<file path="src/rtl/arm_pipe_pkg.sv">
// Shared constants for the ARM core inter-stage pipeline registers.
package arm_pipe_pkg;

  // Control-field bit positions used by the stage wrappers.
  localparam int unsigned CTRL_WB_EN   = 0;
  localparam int unsigned CTRL_MEM_R   = 1;
  localparam int unsigned CTRL_MEM_W   = 2;
  localparam int unsigned CTRL_B       = 3;
  localparam int unsigned CTRL_S       = 4;
  localparam int unsigned CTRL_CMD_LSB = 5;
  localparam int unsigned CTRL_CMD_W   = 4;

  // Occupancy counter width: at most two entries (main + skid).
  localparam int unsigned OCC_W = 2;

  // Per-stage field widths.
  localparam int unsigned IF_ID_CTRL_W   = 1;
  localparam int unsigned IF_ID_DATA_W   = 64;
  localparam int unsigned ID_EXE_CTRL_W  = CTRL_CMD_LSB + CTRL_CMD_W;
  localparam int unsigned ID_EXE_DATA_W  = 128;
  localparam int unsigned EXE_MEM_CTRL_W = 3;
  localparam int unsigned EXE_MEM_DATA_W = 80;
  localparam int unsigned MEM_WB_CTRL_W  = 1;
  localparam int unsigned MEM_WB_DATA_W  = 40;

  // Build an ID/EXE control field from its named parts.
  function automatic logic [ID_EXE_CTRL_W-1:0] pack_id_exe_ctrl(
    input logic       wb_en,
    input logic       mem_r,
    input logic       mem_w,
    input logic       b,
    input logic       s,
    input logic [3:0] cmd
  );
    logic [ID_EXE_CTRL_W-1:0] c;
    c = '0;
    c[CTRL_WB_EN] = wb_en;
    c[CTRL_MEM_R] = mem_r;
    c[CTRL_MEM_W] = mem_w;
    c[CTRL_B]     = b;
    c[CTRL_S]     = s;
    c[CTRL_CMD_LSB +: CTRL_CMD_W] = cmd;
    return c;
  endfunction

endpackage

</file>
<file path="src/rtl/arm_pipe_slot.sv">
// One pipeline entry: valid flag, control field and payload.
// An empty slot always carries a zero control field so it acts as a NOP.
module arm_pipe_slot #(
  parameter int unsigned CTRL_W   = 8,
  parameter int unsigned DATA_W   = 128,
  parameter bit          CLR_DATA = 1'b0
) (
  input  logic              clk,
  input  logic              rst,
  input  logic              load,
  input  logic              clear,
  input  logic              wipe,
  input  logic [CTRL_W-1:0] ctrl_in,
  input  logic [DATA_W-1:0] data_in,
  output logic              valid,
  output logic [CTRL_W-1:0] ctrl,
  output logic [DATA_W-1:0] data
);

  // Entry register; clear beats load, wipe additionally zeroes payload when enabled.
  always_ff @(posedge clk) begin
    if (rst) begin
      valid <= 1'b0;
      ctrl  <= '0;
      data  <= '0;
    end else if (clear) begin
      valid <= 1'b0;
      ctrl  <= '0;
      if (CLR_DATA && wipe) data <= '0;
    end else if (load) begin
      valid <= 1'b1;
      ctrl  <= ctrl_in;
      data  <= data_in;
    end
  end

endmodule

</file>
<file path="src/rtl/arm_pipe_stage.sv">
// Generic inter-stage pipeline register with valid/ready handshake, flush,
// optional skid entry and a saturating stall counter.
module arm_pipe_stage
  import arm_pipe_pkg::*;
#(
  parameter int unsigned CTRL_W   = 8,
  parameter int unsigned DATA_W   = 128,
  parameter bit          SKID     = 1'b1,
  parameter bit          CLR_DATA = 1'b0,
  parameter int unsigned CNT_W    = 16
) (
  input  logic              clk,
  input  logic              rst,
  input  logic              flush,
  input  logic              in_valid,
  output logic              in_ready,
  input  logic [CTRL_W-1:0] in_ctrl,
  input  logic [DATA_W-1:0] in_data,
  output logic              out_valid,
  input  logic              out_ready,
  output logic [CTRL_W-1:0] out_ctrl,
  output logic [DATA_W-1:0] out_data,
  output logic [OCC_W-1:0]  occupancy,
  output logic [CNT_W-1:0]  stall_cnt
);

  logic              main_v, skid_v;
  logic [CTRL_W-1:0] main_ctrl, skid_ctrl;
  logic [DATA_W-1:0] main_data, skid_data;
  logic              acc, pop;
  logic              main_load, main_clear;

  assign pop      = main_v && out_ready;
  // With a skid entry in_ready depends only on state; without it, it looks through out_ready.
  assign in_ready = SKID ? !skid_v : (!main_v || out_ready);
  assign acc      = in_valid && in_ready;

  // Main-entry update. skid_v is tied low without a skid, so the same rule covers both builds.
  always_comb begin
    main_load  = 1'b0;
    main_clear = 1'b0;
    if (flush) begin
      main_clear = 1'b1;
    end else if (!main_v || pop) begin
      if (skid_v || acc) main_load = 1'b1;
      else               main_clear = 1'b1;
    end
  end

  arm_pipe_slot #(
    .CTRL_W  (CTRL_W),
    .DATA_W  (DATA_W),
    .CLR_DATA(CLR_DATA)
  ) u_main (
    .clk    (clk),
    .rst    (rst),
    .load   (main_load),
    .clear  (main_clear),
    .wipe   (flush),
    .ctrl_in(skid_v ? skid_ctrl : in_ctrl),
    .data_in(skid_v ? skid_data : in_data),
    .valid  (main_v),
    .ctrl   (main_ctrl),
    .data   (main_data)
  );

  if (SKID) begin : g_skid
    // Skid catches an input that arrives while main is stalled; it drains first on pop.
    arm_pipe_slot #(
      .CTRL_W  (CTRL_W),
      .DATA_W  (DATA_W),
      .CLR_DATA(CLR_DATA)
    ) u_skid (
      .clk    (clk),
      .rst    (rst),
      .load   (!flush && acc && main_v && !pop && !skid_v),
      .clear  (flush || (skid_v && pop)),
      .wipe   (flush),
      .ctrl_in(in_ctrl),
      .data_in(in_data),
      .valid  (skid_v),
      .ctrl   (skid_ctrl),
      .data   (skid_data)
    );
  end else begin : g_no_skid
    assign skid_v    = 1'b0;
    assign skid_ctrl = '0;
    assign skid_data = '0;
  end

  assign out_valid = main_v;
  assign out_ctrl  = main_ctrl;
  assign out_data  = main_data;
  assign occupancy = {1'b0, main_v} + {1'b0, skid_v};

  // Saturating count of stalled cycles; survives flush, cleared only by reset.
  always_ff @(posedge clk) begin
    if (rst) begin
      stall_cnt <= '0;
    end else if (main_v && !out_ready && (stall_cnt != {CNT_W{1'b1}})) begin
      stall_cnt <= stall_cnt + {{(CNT_W-1){1'b0}}, 1'b1};
    end
  end

endmodule
</file>
<file path="config.mk">
export PLATFORM = sky130hd
export DESIGN_NAME = arm_pipe_stage
export DESIGN_NICKNAME = d
export VERILOG_FILES = /design/src/rtl/arm_pipe_pkg.sv /design/src/rtl/arm_pipe_slot.sv /design/src/rtl/arm_pipe_stage.sv
export SDC_FILE = /design/constraint.sdc
export NUM_CORES = 1
export LEC_CHECK = 0
export CAP_MARGIN = 20
export CORE_ASPECT_RATIO = 0.5
export CORE_MARGIN = 5
export CORE_UTILIZATION = 49
export CTS_CLUSTER_DIAMETER = 40
export CTS_CLUSTER_SIZE = 14
export DETAILED_ROUTE_END_ITERATION = 16
export PLACE_DENSITY = 0.87
export SYNTH_ARGS = -nofsm -noshare
export SYNTH_HDL_FRONTEND = slang
export SYNTH_SLANG_ARGS = --single-unit
export TNS_END_PERCENT = 100
</file>
<file path="constraint.sdc">
create_clock -name clk -period 2.07 [get_ports clk]
set_input_delay 0.414 -clock clk [delete_from_list [all_inputs] [get_ports clk]]
set_output_delay 0.414 -clock clk [all_outputs]
set_load 0.05 [all_outputs]
</file>
==> reports/results.tsv, run 1 <==
stage	metric	value	unit
status	outcome	completed	
floorplanning	die_area	0.02698	mm2
cts	clock_sinks	290	
synth	synth_nets	1453	
timing	maxSlewViolCount	0	
timing	finalCritPeriodShare	95.42	%
worst_setup_path	cp_slowest_cell	dlygate4sd2_1	
worst_setup_path	critical_path_arrival	1.56	ns
global_routing	grt_overflow	0	
layout	nets	1700	
cts	cts_tree	done	
synth	ys.warnings.count	0	
worst_setup_path	rr_endpoint	stall_cnt[2]$_SDFFE_PP0P_	
timing	worst_pin_slew	0.5802	ns
cts	cts_buffer_depth	3	
timing	min_period	1.975	ns
drt	wl	32810	um
power_and_ir_drop	total_leakage_power	5.695	nW
layout	area_delta_synth_final	33.29	%
timing	slew_headroom	61.47	%
floorplanning	io-pin-count	297	
synth	ys_types	45	
drt	drc	0	
power_and_ir_drop	vdd_ir_drop_max	493.2	uV
timing	grt_setup_unrepaired	no	
place	globalplace.congestion	0.8061	
worst_setup_path	crit_path_start_kind	register	
drt	vias	10380	
floorplanning	chipWidth	227.3	um
synth	synth.cell_area	0.01157	mm2
global_routing	grt_pass1_wl	52180	um
synth	synth_common_cells	dfxtp_1 (290), nand2_1 (275), a21oi_1 (151), nor2_1 (142)	
place	hpwl	22910	um
floorplanning	num_rows	39	
synth	netlist_instances	1310	
synth	ys_seq_area_share	50.16	%
synth	synth_area_leaders	dfxtp_1 (50%), mux2i_1 (12%), nand2_1 (8.9%), a211oi_1 (8.8%), a21oi_1 (6.5%)	
worst_setup_path	r2r_cells	6	
synth	yosysMostFrequentCell	dfxtp_1	
global_routing	grt_antenna_before_repair	3	
worst_setup_path	timing.rr.start	stall_cnt[0]$_SDFFE_PP0P_	
cts	cts_inserted_buffers	26	
place	portBuffers	296	
global_routing	grt_max_degree	87	
flow_run	cap_violations	0	
synth	ys.flop_type	dfxtp_1	
hold_path	hold_path.startpoint	rst	
cts	worst_skew_pair.late_latency	0.53	ns
worst_setup_path	cp-startpoint	stall_cnt[10]$_SDFFE_PP0P_	
hold_path	hold_depth	2	
worst_setup_path	worstPathCellList	dlygate4sd2_1	
cts	hold_buffers	0	
drt	drtIter0Drc	565	
cts	htreeDepth	1	
timing	finalSetupViolCount	0	
worst_setup_path	slowest_delay	0.57	ns
worst_setup_path	critPathBufInv	1	
timing	tns	0	ns
synth	synthArstFlopShare	0	%
timing	whs	0.2358	ns
synth	ys_ff_latch	290	
floorplanning	die_h	118.7	um
synth	synth_top_area_share	50.16	%
drt	ant_nets	0	
worst_setup_path	endpoint_kind	output port	
global_routing	grt_pass1_vias	10320	
floorplanning	fp.coreArea	0.02303	mm2
timing	fmax	506.3	MHz
drt	dr.pass1.iters	6	
timing	fin_worst_skew	0.007890	ns
worst_setup_path	cp.required	1.66	ns
worst_setup_path	crit_family	buffers and inverters	
hold_path	holdPathEnd	g_skid.u_skid.data[119]$_SDFFE_PP0P_	
worst_setup_path	reg2reg_slack	0.24	ns
layout	layout-drive-gt1-share	6.322	%
worst_setup_path	path_max_fanout	6	
cts	path_clk_slew	0.06	ns
synth	synth_edf_count	0	
synth	syn_area_per_cell	8.835	um2
hold_path	hold_path_class	in2reg	
power_and_ir_drop	p_per_area	803.6	mW/mm2
drt	vias_per_cell	5.534	
floorplanning	start_util	50.25	%
timing	hold_viol_final	0	
worst_setup_path	critPathKind	reg2out	
cts	cts_root_buffer	clkbuf_16	
global_routing	grt.total_usage	23.17	%
synth	synth_area_leader_cell	dfxtp_1	
drt	routedWlPerCell	17.49	um
==> state kept, by name, indices dropped and copies added, names as in the netlist <==
register,flops
g_skid.u_skid.data,128
u_main.valid,1
g_skid.u_skid.ctrl,8
u_main.data,128
u_main.ctrl,8
g_skid.u_skid.valid,1
stall_cnt,16
==> cells in the final DEF (no fill, tap or decap), types with 2 or more instances in the layout <==
| master | n |
|---|---|
| dfxtp_1 | 289 |
| nand2_1 | 275 |
| a21oi_1 | 151 |
| nor2_1 | 142 |
| dlygate4sd2_1 | 142 |
| clkdlybuf4s50_1 | 139 |
| mux2i_1 | 136 |
| a211oi_1 | 136 |
| buf_4 | 36 |
| clkbuf_16 | 27 |
| buf_12 | 13 |
| o31ai_1 | 6 |
| or4_1 | 6 |
| or3_1 | 5 |
| clkbuf_8 | 5 |
| inv_1 | 4 |
| nand4_1 | 4 |
| diode_2 | 3 |
| nor3_1 | 3 |
| nand3_1 | 3 |
| o21ai_1 | 3 |
| nand3_2 | 2 |
| nor3_2 | 2 |
| and4_1 | 2 |
| and3_1 | 2 |
| o21ai_0 | 2 |
| ha_1 | 2 |
| clkbuf_1 | 2 |
==> cell families after synthesis <==
logic type	synth area share [%]
and+or+nand+nor	16.49
adders and majority gates	0.2162
AOI/OAI and AO/OA	16.51
DFF	50.16
muxes	11.86
buffers and inverters	4.767
==> stage by stage <==
stage | setup WS [ns] | total power [mW] | instance area (um2) | cells | utilization [%]
2_1_floorplan | 0.05087 | 7.144 | 11570 | 1310 | -
3_3_place_gp | -0.03943 | 7.947 | 14810 | 1836 | 64.28
3_5_place_dp | -0.1295 | 7.999 | 14810 | 1836 | 64.28
4_1_cts | 0.07946 | 12.48 | 15420 | 1873 | 66.94
5_1_grt | 0.03075 | 12.87 | 15430 | 1876 | 66.98
6_report | 0.09490 | 12.40 | 15430 | 1876 | 66.98
==> cell type report <==
class,count,area [um2]
antenna,3,7.507
clock buffer,33,738.2
clock inverter,4,52.55
fill,1841,7606
inverter,4,15.01
multi-input combinational,904,5240
sequential,290,5809
tap,307,384.1
timing repair buffer,331,3179
==> worst max-delay path by stage <==
stage,end,slack (ns),depth (start not counted)
final,stall_cnt[10],0.09,1
after global routing,stall_cnt[12],0.03,1
after CTS,stall_cnt[10],0.08,1
after detailed placement,u_main.data[46]$_SDFFE_PP0P_,-0.13,8
after global placement,u_main.data[61]$_SDFFE_PP0P_,-0.04,8
after floorplan,stall_cnt[2]$_SDFFE_PP0P_,0.05,6
==> routing by layer <==
layer | routed length (um) | vias up | track usage [%]
met4 | 1635 | 0 | 10.68
met2 | 17060 | 289 | 42.46
li1 | - | 5034 | -
met5 | 0 | - | 0
met1 | 12750 | 4957 | 26.14
met3 | 1359 | 102 | 4.162
==> power breakdown <==
part / switching [mW] / total (mW) / internal (mW)
logic: 1.21 / 1.85 / 0.643
registers: 0.114 / 5.90 / 5.78
clock network: 2.03 / 4.65 / 2.61
==> what timing repair did <==
item,in CTS,in global routing
buffers inserted,0,0
setup endpoints to repair,142,0
gates resized for setup,142,0
Note: power is estimated with default switching activity, not from simulation.
==> run 2: changes to the inputs <==
--- a/config.mk
+++ b/config.mk
@@ -8,11 +8,11 @@
 export CAP_MARGIN = 20
 export CORE_ASPECT_RATIO = 0.5
 export CORE_MARGIN = 5
-export CORE_UTILIZATION = 49
+export CORE_UTILIZATION = 53
 export CTS_CLUSTER_DIAMETER = 40
 export CTS_CLUSTER_SIZE = 14
 export DETAILED_ROUTE_END_ITERATION = 16
-export PLACE_DENSITY = 0.87
+export PLACE_DENSITY = 0.93
 export SYNTH_ARGS = -nofsm -noshare
 export SYNTH_HDL_FRONTEND = slang
 export SYNTH_SLANG_ARGS = --single-unit
==> constraint.sdc (replaced) <==
create_clock -name clk -period 2.45 [get_ports clk]
set_input_delay 0.49 -clock clk [delete_from_list [all_inputs] [get_ports clk]]
set_output_delay 0.49 -clock clk [all_outputs]
set_load 0.05 [all_outputs]
==> run 2 against run 1 <==
Net effect:
- combinational power fell by 10%
- cell count fell by 0.85%
- die area fell by 7.1%
- clock power fell by 16%
- hold slack improved by 0.22 ns
- power fell by 15%
- routed wire length rose by 0.16%
- register-to-register slack improved by 0.20 ns
- sequential share of layout area fell by 0.24 points
==> reports/results.tsv, run 2 (synthesis results as in run 1) <==
stage	metric	value	unit	change
floorplanning	die_h	114.5	um	-3.5%
layout	final_common_cell	clkdlybuf4s50_1		
place	dp_cells	1818		-0.98%
drt	dr.pass1.iters	5		-1
layout	layout-drive-gt1-share	5.006	%	-1.3 points
floorplanning	fp.coreArea	0.02159	mm2	-6.3%
drt	drtIter0Drc	887		+57%
cts	cts_root_buffer	clkbuf_16		
drt	vias	10500		+1.1%
cts	path_clk_slew	0.07	ns	about the same
worst_setup_path	critPathKind	reg2out		
worst_setup_path	crit_cells	1		unchanged
timing	maxSlewViolCount	0		unchanged
place	dpl_cell_area	0.01473	mm2	-0.50%
timing	fin_worst_skew	0.01763	ns	+0.009744 ns
drt	ant_nets	0		unchanged
global_routing	grt_antenna_before_repair	2		-1
floorplanning	io-pin-count	297		unchanged
floorplanning	die_area	0.02507	mm2	-7.1%
layout	area_delta_synth_final	34.14	%	
cts	cts_buffer_depth	3		unchanged
timing	fmax	420.8	MHz	
floorplanning	chipWidth	219.0	um	-3.7%
power_and_ir_drop	total_leakage_power	5.056	nW	-11%
cts	hold_buffers	0		unchanged
hold_path	hold_path_class	reg2reg		
global_routing	grt_pass1_vias	10610		+2.8%
floorplanning	start_util	53.62	%	+3.4 points
power_and_ir_drop	vdd_ir_drop_max	459.8	uV	-6.8%
power_and_ir_drop	p_per_area	679.8	mW/mm2	-15%
layout	mostFrequentLayoutCells	clkdlybuf4s50_1 (293), dfxtp_1 (289), nand2_1 (275)		
worst_setup_path	slowest_delay	0.87	ns	+0.30 ns
hold_path	hold_path.startpoint	g_skid.u_skid.data[122]$_SDFFE_PP0P_		
cts	htreeDepth	1		unchanged
worst_setup_path	worstPathCellList	clkdlybuf4s50_1		
timing	slew_headroom	30.24	%	-31 points
drt	vias_per_cell	5.643		+2.0%
timing	tns	0	ns	unchanged
cts	worst_skew_pair.late_latency	0.53	ns	about the same
worst_setup_path	path_max_fanout	7		+1
layout	nets	1690		-0.59%
place	portBuffers	296		unchanged
cts	cts_inserted_buffers	27		+3.8%
worst_setup_path	crit_path_start_kind	register		
timing	min_period	2.376	ns	
place	pre_cts_slack	0.07379	ns	+0.2033 ns
cts	cts_tree	done		
status	outcome	completed		
global_routing	grt.total_usage	25.54	%	+2.4 points
timing	grt_setup_unrepaired	no		
drt	wl	32860	um	+0.16%
worst_setup_path	crit_family	buffers and inverters		
global_routing	grt_pass1_wl	53230	um	+2.0%
cts	post_cts_buffers	0		unchanged
timing	finalSetupViolCount	0		unchanged
worst_setup_path	timing.rr.start	stall_cnt[0]$_SDFFE_PP0P_		
worst_setup_path	cp_slowest_cell	clkdlybuf4s50_1		
worst_setup_path	critical_path_arrival	1.89	ns	+0.33 ns
hold_path	hold_depth	2		unchanged
cts	clock_sinks	290		unchanged
worst_setup_path	cp-startpoint	stall_cnt[9]$_SDFFE_PP0P_		
place	globalplace.congestion	0.8176		+1.4%
timing	hold_viol_final	0		unchanged
timing	layout_setup_ws	0.07356	ns	-0.02134 ns
worst_setup_path	endpoint_kind	output port		
layout	finalNonFillerCells	1860		-0.85%
worst_setup_path	critPathBufInv	1		unchanged
worst_setup_path	r2r_cells	5		-1
floorplanning	num_rows	38		-2.6%
layout	design_area	0.01552	mm2	+0.64%
worst_setup_path	cp.required	1.96	ns	+0.30 ns
cts	cts-resized-gates	0		-100%
global_routing	grt_max_degree	82		-5.7%
flow_run	cap_violations	0		unchanged
layout	reg_top3	g_skid.u_skid.data x128, u_main.data x128, stall_cnt x16		
place	hpwl	22750	um	-0.68%
timing	worst_pin_slew	1.046	ns	+0.4662 ns
drt	routedWlPerCell	17.67	um	+1.0%
global_routing	grt_overflow	0		unchanged
timing	finalCritPeriodShare	97.00	%	
drt	drc	0		unchanged
run 2: final timing paths:
check / end / slack (ns)
max: stall_cnt[9] / 0.07
min: g_skid.u_skid.data[122]$_SDFFE_PP0P_ / 0.45
max reg2reg: stall_cnt[2]$_SDFFE_PP0P_ / 0.44
min reg2reg: g_skid.u_skid.data[122]$_SDFFE_PP0P_ / 0.45
run 2: cell type report:
class                   count  area [um2]
multi-input cells         904        5240
clock inverters             9       87.58
repair buffers            320        3292
diodes                      2       5.005
well taps                 300       375.4
flip-flops and latches    290        5809
inverters                   4       15.01
fillers                  1508        6061
clock buffers              31       700.7
run 2: per-layer routing:
metal  up-vias  GRT usage [%]  wire, um
met4         0          14.46      1986
met2       360          45.53     16860
met1      4975          29.15     12470
met3       140          4.624      1543
met5         -              0         0
li1       5021              -         -
run 2: metrics by stage:
step | utilization [%] | power [mW] | hold slack (ns)
4_1_cts | 71.90 | 10.62 | 0.4543
2_1_floorplan | - | 6.036 | 0.4360
6_report | 71.92 | 10.55 | 0.4547
5_1_grt | 71.92 | 10.96 | 0.4753
3_5_place_dp | 68.25 | 6.753 | 0.4461
3_3_place_gp | 68.25 | 6.703 | 0.4405
run 2: power breakdown:
| part | internal (mW) | leakage, nW | switching [mW] |
|---|---|---|---|
| clock | 2.14 | 0.386 | 1.76 |
| sequential | 4.89 | 2.36 | 0.102 |
| combinational | 0.642 | 2.31 | 1.02 |
==> run 3: changes to the inputs <==
--- a/config.mk
+++ b/config.mk
@@ -8,11 +8,12 @@
 export CAP_MARGIN = 20
 export CORE_ASPECT_RATIO = 0.5
 export CORE_MARGIN = 5
-export CORE_UTILIZATION = 53
+export CORE_UTILIZATION = 68
 export CTS_CLUSTER_DIAMETER = 40
 export CTS_CLUSTER_SIZE = 14
 export DETAILED_ROUTE_END_ITERATION = 16
-export PLACE_DENSITY = 0.93
+export DONT_BUFFER_PORTS = 1
+export PLACE_DENSITY = 0.91
 export SYNTH_ARGS = -nofsm -noshare
 export SYNTH_HDL_FRONTEND = slang
 export SYNTH_SLANG_ARGS = --single-unit
==> run 3 against run 2 <==
Net effect:
- utilization up 3.0 points
- fmax up 7.1%
- final area down 20%
- setup slack better by 0.16 ns
- power down 9.3%
- die area down 21%
- sequential share of layout area up 9.5 points
- sequential power up 11%
- register-to-register slack worse by 0.06 ns
- non-clock buffer count down 289
- hold slack worse by 0.38 ns
- largest power group unchanged
==> reports/results.tsv, run 3 (synthesis results as in run 1) <==
stage	metric	value	unit	change
status	outcome	completed		
timing	grt_setup_unrepaired	no		
worst_setup_path	path_max_fanout	18		+11
drt	drtIter0Drc	555		-37%
cts	clock_sinks	290		unchanged
cts	post_cts_buffers	0		unchanged
flow_run	cap_violations	0		unchanged
timing	finalSetupViolCount	0		unchanged
cts	cts-resized-gates	0		unchanged
worst_setup_path	critical_path_arrival	1.73	ns	-0.16 ns
cts	cts_tree	done		
drt	vias	9169		-13%
drt	drc	0		unchanged
global_routing	grt_pass1_vias	8733		-18%
floorplanning	die_h	102.3	um	-11%
hold_path	hold_path_class	in2reg		
timing	worst_pin_slew	0.6750	ns	-0.3714 ns
timing	whs	0.07303	ns	-0.3816 ns
layout	layout-drive-gt1-share	5.864	%	+0.86 points
layout	reg_top3	g_skid.u_skid.data x128, u_main.data x128, stall_cnt x16		
cts	htreeDepth	1		unchanged
drt	routedWlPerCell	19.10	um	+8.1%
cts	path_clk_slew	0.06	ns	about the same
global_routing	grt.total_usage	27.00	%	+1.5 points
layout	final_util	74.94	%	+3.0 points
floorplanning	chipWidth	194.5	um	-11%
drt	vias_per_cell	6.158		+9.1%
place	globalplace.congestion	0.8583		+5.0%
worst_setup_path	endpoint_kind	output port		
place	dp_cells	1456		-20%
floorplanning	num_rows	33		-13%
global_routing	grt_overflow	0		unchanged
layout	final_common_cell	dfxtp_1		
global_routing	grt_max_degree	276		+240%
drt	wl	28440	um	-13%
cts	worst_skew_pair.late_latency	0.51	ns	-0.02 ns
layout	mostFrequentLayoutCells	dfxtp_1 (289), nand2_1 (275), a21oi_1 (151)		
worst_setup_path	r2r_cells	6		+1
global_routing	grt_pass1_wl	44770	um	-16%
worst_setup_path	cp.required	1.96	ns	about the same
hold_path	hold_depth	1		-1
worst_setup_path	critPathKind	reg2out		
drt	dr.pass1.iters	5		unchanged
timing	fin_worst_skew	0.01124	ns	-0.006396 ns
timing	tns	0	ns	unchanged
drt	ant_nets	0		unchanged
timing	min_period	2.218	ns	-0.1581 ns
floorplanning	fp.coreArea	0.01652	mm2	-23%
floorplanning	start_util	70.08	%	+16 points
cts	cts_buffer_depth	3		unchanged
layout	design_area	0.01238	mm2	-20%
place	dpl_cell_area	0.01168	mm2	-21%
worst_setup_path	crit_path_start_kind	register		
place	hpwl	18900	um	-17%
layout	antenna_cells	0		-2
cts	hold_buffers	0		unchanged
timing	slew_headroom	54.94	%	+25 points
timing	fmax	450.8	MHz	+7.1%
global_routing	grt_antenna_before_repair	0		-2
timing	maxSlewViolCount	0		unchanged
timing	hold_viol_final	0		unchanged
cts	cts_root_buffer	clkbuf_16		
timing	finalCritPeriodShare	90.55	%	-6.5 points
power_and_ir_drop	p_per_area	773.0	mW/mm2	+14%
power_and_ir_drop	total_leakage_power	3.935	nW	-22%
layout	area_delta_synth_final	6.941	%	
cts	cts_inserted_buffers	25		-7.4%
layout	finalNonFillerCells	1489		-20%
floorplanning	io-pin-count	297		unchanged
place	portBuffers	0		-100%
layout	nets	1399		-17%
power_and_ir_drop	vdd_ir_drop_max	662.2	uV	+44%
floorplanning	die_area	0.01989	mm2	-21%
run 3: area by class of cell:
| cell class | instances | area [um2] |
|---|---|---|
| Tap cell | 227 | 284.0 |
| Inverter | 4 | 15.01 |
| Multi-Input combinational cell | 904 | 5240 |
| Sequential cell | 290 | 5809 |
| Timing Repair Buffer | 31 | 332.8 |
| Clock buffer | 30 | 654.4 |
| Fill cell | 1118 | 4139 |
| Clock inverter | 3 | 41.29 |
run 3: critical path, cell delays in order, from the launching register on:
cell and delay (ns):
dfxtp_4 0.53, buf_4 0.37, inv_1 0.32
run 3: per-layer routing:
metal | vias to the layer above | routed length, um | GRT usage (%)
li1 | 4429 | - | -
met1 | 4263 | 10690 | 31.52
met4 | 0 | 1097 | 10.15
met3 | 86 | 2929 | 9.914
met5 | - | 0 | 0
met2 | 391 | 13730 | 46.53
run 3: through the flow:
stage	worst slack (ns)	total power, mW
global route	0.1685	9.910
CTS	0.2283	9.623
detailed placement	0.3430	6.103
global placement	0.4045	6.066
finish	0.2316	9.567
floorplan	0.4309	6.036
run 3: final timing paths:
kind / slack [ns] / end / from
worst max-delay path: 0.23 / in_ready / g_skid.u_skid.valid$_SDFFE_PP0P_
worst min-delay path: 0.07 / u_main.data[102]$_SDFFE_PP0P_ / rst
worst max register to register: 0.38 / u_main.data[36]$_SDFFE_PP0P_ / g_skid.u_skid.valid$_SDFFE_PP0P_
worst min register to register: 0.45 / g_skid.u_skid.data[97]$_SDFFE_PP0P_ / g_skid.u_skid.data[97]$_SDFFE_PP0P_
run 3: power breakdown:
part | internal (mW) | total, mW | switching, mW | leakage (nW)
sequential | 4.89 | 5.55 | 0.667 | 2.36
clock | 1.97 | 3.57 | 1.60 | 0.342
combinational | 0.189 | 0.445 | 0.255 | 1.23
